### config.mk
export PLATFORM = sky130hd
export DESIGN_NAME = countdown_core
export DESIGN_NICKNAME = d
export VERILOG_FILES = /design/src/rtl/countdown_core.sv
export SDC_FILE = /design/constraint.sdc
export NUM_CORES = 1
export LEC_CHECK = 0
export BUFFER_PORTS_ARGS = -buffer_cell sky130_fd_sc_hd__buf_2
export CORE_ASPECT_RATIO = 1.2
export CORE_UTILIZATION = 56
export CTS_CLUSTER_DIAMETER = 60
export DETAILED_ROUTE_END_ITERATION = 6
export PLACE_DENSITY = 0.8
export SLEW_MARGIN = 20
export SYNTH_ARGS = -nofsm -noshare
export SYNTH_HDL_FRONTEND = slang
export SYNTH_SLANG_ARGS = --single-unit
### constraint.sdc
create_clock -name clk_core -period 2.6 [get_ports clk_core]
set_clock_uncertainty 0.05 [all_clocks]
set_input_delay 0.52 -clock clk_core [delete_from_list [all_inputs] [get_ports clk_core]]
set_output_delay 0.52 -clock clk_core [all_outputs]
set_load 0.02 [all_outputs]
### src/rtl/countdown_core.sv
// BCD min:sec:hundredths countdown timer with preset capture, pause/resume and
// optional auto-reload on expiry. Count registers drive the outputs directly.
module countdown_core #(
    parameter bit AUTO_RELOAD = 1'b0
) (
    input  logic       clk_core,
    input  logic       rst,
    input  logic       en,
    input  logic       load,
    input  logic [7:0] min_i,
    input  logic [7:0] sec_i,
    input  logic [7:0] ms_10_i,
    input  logic       start,
    input  logic       pause,
    input  logic       clear,
    output logic [7:0] min_o,
    output logic [7:0] sec_o,
    output logic [7:0] ms_10_o,
    output logic       busy,
    output logic       done,
    output logic       load_err
);

    localparam logic [1:0] S_IDLE  = 2'd0;
    localparam logic [1:0] S_RUN   = 2'd1;
    localparam logic [1:0] S_PAUSE = 2'd2;
    localparam logic [1:0] S_DONE  = 2'd3;

    logic [1:0] state;
    logic [7:0] pre_min;
    logic [7:0] pre_sec;
    logic [7:0] pre_ms;

    logic       preset_valid;
    logic       count_zero;
    logic       count_one;
    logic [7:0] min_nx;
    logic [7:0] sec_nx;
    logic [7:0] ms_nx;

    // Decrement one packed-BCD field; a zero field wraps to its maximum and the
    // caller treats that as a borrow into the next field.
    function automatic logic [7:0] bcd_dec(input logic [7:0] v, input logic [7:0] wrap);
        if (v == 8'h00)
            return wrap;
        else if (v[3:0] == 4'h0)
            return {v[7:4] - 4'd1, 4'h9};
        else
            return v - 8'd1;
    endfunction

    always_comb begin
        preset_valid = (min_i[7:4]   <= 4'd9) && (min_i[3:0]   <= 4'd9) &&
                       (sec_i[7:4]   <= 4'd5) && (sec_i[3:0]   <= 4'd9) &&
                       (ms_10_i[7:4] <= 4'd9) && (ms_10_i[3:0] <= 4'd9);
        count_zero   = (min_o == 8'h00) && (sec_o == 8'h00) && (ms_10_o == 8'h00);
        count_one    = (min_o == 8'h00) && (sec_o == 8'h00) && (ms_10_o == 8'h01);
        ms_nx        = bcd_dec(ms_10_o, 8'h99);
        sec_nx       = (ms_10_o == 8'h00) ? bcd_dec(sec_o, 8'h59) : sec_o;
        min_nx       = (ms_10_o == 8'h00 && sec_o == 8'h00) ? bcd_dec(min_o, 8'h99) : min_o;
    end

    // NOTE: state registers use non-blocking assignments so every branch reads
    // the pre-edge values and the block behaves as parallel flops.
    always_ff @(posedge clk_core or negedge rst) begin
        if (!rst) begin
            state    <= S_IDLE;
            min_o    <= 8'h00;
            sec_o    <= 8'h00;
            ms_10_o  <= 8'h00;
            pre_min  <= 8'h00;
            pre_sec  <= 8'h00;
            pre_ms   <= 8'h00;
            done     <= 1'b0;
            load_err <= 1'b0;
        end else if (!en) begin
            done     <= 1'b0;
            load_err <= 1'b0;
        end else begin
            done     <= 1'b0;
            load_err <= 1'b0;
            // Commands ignored in the current state fall through to lower ones.
            if (clear) begin
                state   <= S_IDLE;
                min_o   <= 8'h00;
                sec_o   <= 8'h00;
                ms_10_o <= 8'h00;
            end else if (load && state != S_RUN) begin
                if (preset_valid) begin
                    pre_min <= min_i;
                    pre_sec <= sec_i;
                    pre_ms  <= ms_10_i;
                    min_o   <= min_i;
                    sec_o   <= sec_i;
                    ms_10_o <= ms_10_i;
                    state   <= S_IDLE;
                end else begin
                    load_err <= 1'b1;
                end
            end else if (start && (state == S_IDLE || state == S_PAUSE)) begin
                if (count_zero) begin
                    state <= S_DONE;
                    done  <= 1'b1;
                end else begin
                    state <= S_RUN;
                end
            end else if (pause && state == S_RUN) begin
                state <= S_PAUSE;
            end else if (state == S_RUN) begin
                if (count_zero) begin
                    // Only reachable with auto-reload: expired last edge, restart now.
                    min_o   <= pre_min;
                    sec_o   <= pre_sec;
                    ms_10_o <= pre_ms;
                end else begin
                    min_o   <= min_nx;
                    sec_o   <= sec_nx;
                    ms_10_o <= ms_nx;
                    if (count_one) begin
                        done <= 1'b1;
                        if (!AUTO_RELOAD)
                            state <= S_DONE;
                    end
                end
            end
        end
    end

    assign busy = (state == S_RUN);

endmodule

# After elaboration in Yosys (flattened, before gate mapping)
# Index checks and enable logic that the tools add are counted.
# Widths: inputs -> output; s select.
# word_totals
n_memories	0
out_inout_bits	27
ramBits	0
reg_bits	52
input_bits	31
latch_bits	0
word_cells	111
mem_bits_ro	0
# op_classes
shifts	0
n_addsub	6
n_div	0
reduce_logical	30
n_mux	51
n_bitwise	1
magnitude_cmp	6
n_mul	0
n_eq_ne	8
# ops
op	n
$mux 8	29
$logic_not 8->1	3
$sub 8x1->8 const B	3
$le 4x4->1 const B	5
$mux 2	9
$mux 1	13
$logic_and 1x1->1	12
$logic_not 4->1	3
$reduce_and 6->1	2
$sub 4x1->4 const B	3
$reduce_and 5->1	2
$reduce_bool 5->1	2
$ne 3x3->1 const B	3
$eq 8x1->1 const B	1
$reduce_bool 4->1	2
$ne 5x2->1 const B	1
$le 4x3->1 const B	1
$reduce_and 4->1	1
$reduce_bool 3->1	1
$eq 2x1->1 const B	1
$eq 2x2->1 const B	1
$logic_not 2->1	1
$ne 2x1->1 const B	1
$logic_or 1x1->1	1
$not 1->1	1

# Longest topological paths before layout
# logic_depth
ltp_word	11
mapped_depth	8
ltp_nobuf	7

# Worst setup path before layout
# OpenSTA, ideal clock, no wires.
# synth_path
path_kind	register -> register
startpoint	register sec_o[4]
endpoint	register min_o[7]
path_stages_with_launch	8
path_slack_ps	249
arrival_ps	2179
setup_ps	122
synth_period_minus_slack_ps	2351
n_path_buf	0
cell_sequence	dfrtp_1 > inv_1 > ha_1 > or3b_2 > nor4_4 > nand3_2 > or2_0 > a32o_1
# synth_between
elab_chain_cells	9
word_cells_on_any_way	12
cone_classes	mux: 6; reduce/logical: 6
# synth_lines
element	line	text
start: declaration	17	output logic [7:0] sec_o,
start signal: assignment	94	sec_o <= sec_i;
start signal: assignment	113	sec_o <= pre_sec;
start signal: assignment	117	sec_o <= sec_nx;
$logic_not 8->1 *	56, 60	
$logic_and 1x1->1 (2 in series)	56	count_zero = (min_o == 8'h00) && (sec_o == 8'h00) && (ms_10_o == 8'h00);
$mux 8	110	if (count_zero) begin
$mux 8	109	end else if (state == S_RUN) begin
$mux 8	107	end else if (pause && state == S_RUN) begin
$mux 8	100	end else if (start && (state == S_IDLE || state == S_PAUSE)) begin
$mux 8	88	end else if (load && state != S_RUN) begin
$mux 8	83	if (clear) begin
end signal: assignment	93	min_o <= min_i;
end signal: assignment	112	min_o <= pre_min;
end signal: assignment	116	min_o <= min_nx;
end: declaration	16	output logic [7:0] min_o,
# Every way passes the cells marked *; elsewhere a longest branch is shown, timed or not. The select of a mux whose other input is x is not followed.
# A chain may end at the register's enable or synchronous reset.

# Final worst setup path
# layout_path
startpoint	register sec_o[5]
endpoint	register min_o[7]
# Same word-level chain as after synthesis.

==> reports/results.txt <==
CTS tree - built
Final Hold Fails - 0
Yosys reg bits - 52
cell taking the most area after synthesis - dfrtp_1
Rel. slew slack - 62.4%
# Max-Cap Violations - 0
Hold Path Class - in2async
clk sinks - 52
setup violators final - 0
Peak VDD IR - 0.530 mV
Layout Utilization - 69.6%
Post-synth ARST share - 100%
YS warnings - 0
io pins - 58
critical path's top delay family - simple AND/OR/NAND/NOR gates
Wirelength per Cell - 18.8 um
Die Y - 83.8 um
iteration-0 DRC count of the detailed router - 140
area growth from synthesis to layout - 18.8%
cells on worst reg2reg path - 8
period utilization - 95.0%
flip-flop and latch area - 1300 sq um
die area - 5890 sq um
area of the multi-input gates - 1700 sq um
largest family of logic cells by synthesized area - compound AO/OA/AOI/OAI gates
CTS Buffer Depth - 2
global-route wire length before repair - 13800 um
H-tree depth - 2
crit start category - register
critical path's slowest cell - or3b_2
GRT overflow - 0
Synth Instances - 314
Core Rows - 29
post-synth top area share - 41.6%
# DRC - 0
mux share of post-synthesis cell area - 11.7%
Vias/cell - 6.49
Final TNS setup - 0 ps
area fraction in compound gates after synthesis - 20.6%
Mapped Area - 3130 sq um
Crit. End Element - register
Syn Nets - 349
Synth Area in XOR/XNOR - 0.560%
post-route cell area - 3710 sq um
vias in the first global route - 2863
share of layout cells above drive strength 1 - 33.7%
Seq/Total Area, Yosys - 41.6%
largest cells by area after synthesis - dfrtp_1 (42%), mux2_2 (9.7%), a22o_1 (3.1%), o21ai_0 (2.7%), a32o_1 (2.6%)
arrival time at the worst endpoint - 2610 ps
root buffer cell - clkbuf_8
placer congestion estimate - 0.885
fin nets - 424
initial antenna violation count - 0
FILL cells - 411
RSZ-0062 raised after global routing - false
critical path type - reg2reg
# diodes - 0
reg-to-reg setup timing slack - 130 ps
critical path fanouts, max - 8
critical-path cell list - inv_1 > ha_1 > or3b_2 > nor4_4 > buf_4 > nand3_4 > or2_0 > a32o_1
Max Slew Vio Count - 0
Place WS - 121 ps
Netlist cell types - 62
Peak Freq - 405 MHz
r2r startpoint - sec_o[5]
average size of a mapped cell - 9.95 sq um
Hold Buf Count CTS - 0
worst slew pin tran - 558 ps
HPWL Detailed - 6050 um
CP peak stage delay - 510 ps
remaining antenna violation count - 0
pin count of the biggest net entering global routing - 29
Initial Util - 58.6%
Placeable Area - 5330 sq um
Primary FF master, synth - dfrtp_1
Final Critical Period - 2470 ps
RR Endpoint - min_o[7]
Placed Area - 3590 sq um
Vias - 2926
Synth Area in Adders - 1.60%
final hold slack - 150 ps
required time of the critical path - 2740 ps
number of I/O port buffers - 57
Post-synth top cells - dfrtp_1 (52), mux2_2 (27), nand2_1 (21)
outcome - finished clean
CTS clk-pin slew, worst paths - 90 ps
worst-skew pair later-pin latency - 300 ps
Static Leak - 0.00182 uW
Die X - 70.2 um
PwrDens - 971 nW/um^2
top-count cell post-synth - dfrtp_1
Post-synth EDFFs - 0
DRT Pass-1 Iters - 5
simple-gate share of the synthesized area - 19.5%
wirelength, routed - 8500 um
CP bufs+invs - 2
CTS Buf Count - 5
setup ws final - 130 ps
Overall Global Routing Usage - 29.9%
## cell usage in the layout (no fill, tap or decap), types with 2 or more instances in the layout
| master | n |
|---|---|
| inv_1 | 11 |
| a31oi_1 | 4 |
| or2_0 | 4 |
| and3_1 | 3 |
| and4_1 | 2 |
| mux2_2 | 27 |
| a211o_1 | 2 |
| a311oi_1 | 2 |
| a21oi_1 | 12 |
| a32o_1 | 8 |
| or3_1 | 4 |
| clkbuf_8 | 7 |
| ha_1 | 3 |
| nand3_1 | 12 |
| nor2_1 | 20 |
| a211oi_1 | 2 |
| mux2i_1 | 5 |
| nor4_2 | 2 |
| buf_2 | 57 |
| o221a_1 | 2 |
| nand4_1 | 2 |
| buf_4 | 26 |
| nor3_1 | 10 |
| nand2_1 | 21 |
| a21o_1 | 3 |
| o41ai_1 | 2 |
| nand3b_1 | 2 |
| nand2b_1 | 3 |
| o211ai_1 | 3 |
| dfrtp_1 | 52 |
| nor3b_1 | 3 |
| a22o_1 | 11 |
| o31ai_1 | 8 |
| o21ai_0 | 17 |
| nor4_1 | 2 |
| nor2b_1 | 3 |
| or4_1 | 3 |
## worst max-delay path by stage
stage,cells after the start,endpoint,start
after floorplan,7,min_o[7],sec_o[4]
after global placement,7,min_o[7],ms_10_o[4]
after detailed placement,7,ms_10_o[7],ms_10_o[4]
after CTS,9,min_o[6],ms_10_o[4]
after global routing,8,min_o[7],sec_o[5]
final,8,min_o[7],sec_o[5]
## power by group
| group | total, uW | internal [uW] | switching [uW] |
|---|---|---|---|
| registers | 1130 | 956 | 170 |
| clock network | 501 | 238 | 263 |
| logic | 1980 | 837 | 1140 |
## flip-flops by register name, summed over array words and instances, names as in the netlist
register	count
min_o	8
pre_min	8
load_err	1
state	2
ms_10_o	8
done	1
pre_ms	8
pre_sec	8
sec_o	8
## per-layer routing
layer / up-vias / global-route usage [%] / wire (um)
met5: - / 0 / 0
met4: 0 / 11.6 / 236
met3: 22 / 4.59 / 577
met2: 125 / 49.3 / 4220
met1: 1440 / 39.4 / 3460
li1: 1339 / - / -
## stage by stage
stage,cells,power [uW]
3_5_place_dp,442,3020
2_1_floorplan,314,2420
3_3_place_gp,442,2980
5_1_grt,451,3810
6_report,451,3600
4_1_cts,449,3530
## repair_timing
item                                    4_1_cts  5_1_grt
gates resized for setup                       0        5
endpoints found under the setup margin        0       11
buffers inserted                              0        2
## worst reg2reg max path, delay by kind of cell, from the launching register on
family                     cells  cell delay (ps)
AOI/OAI and AO/OA              1              260
buffers and inverters          2              240
adders and majority gates      1              210
and+or+nand+nor                4             1170
DFF                            1              430
## logic make-up (layout without fill, tap and decap cells)
group / after synthesis / in the layout
simple gates: 106 / 106
flops: 52 / 52
mux: 33 / 33
fa+ha+maj: 4 / 4
buf+inv: 29 / 104
xor+xnor: 2 / 2
compound gates: 88 / 88
## layout make-up
| class | instances | share of cell area, % |
|---|---|---|
| Clock buffer | 7 | 2.59 |
| Sequential cell | 52 | 35.0 |
| Tap cell | 62 | 2.09 |
| Multi-Input combinational cell | 233 | 45.7 |
| Inverter | 13 | 1.31 |
| Timing Repair Buffer | 84 | 13.2 |
Note: power is estimated with default switching activity, not from simulation.
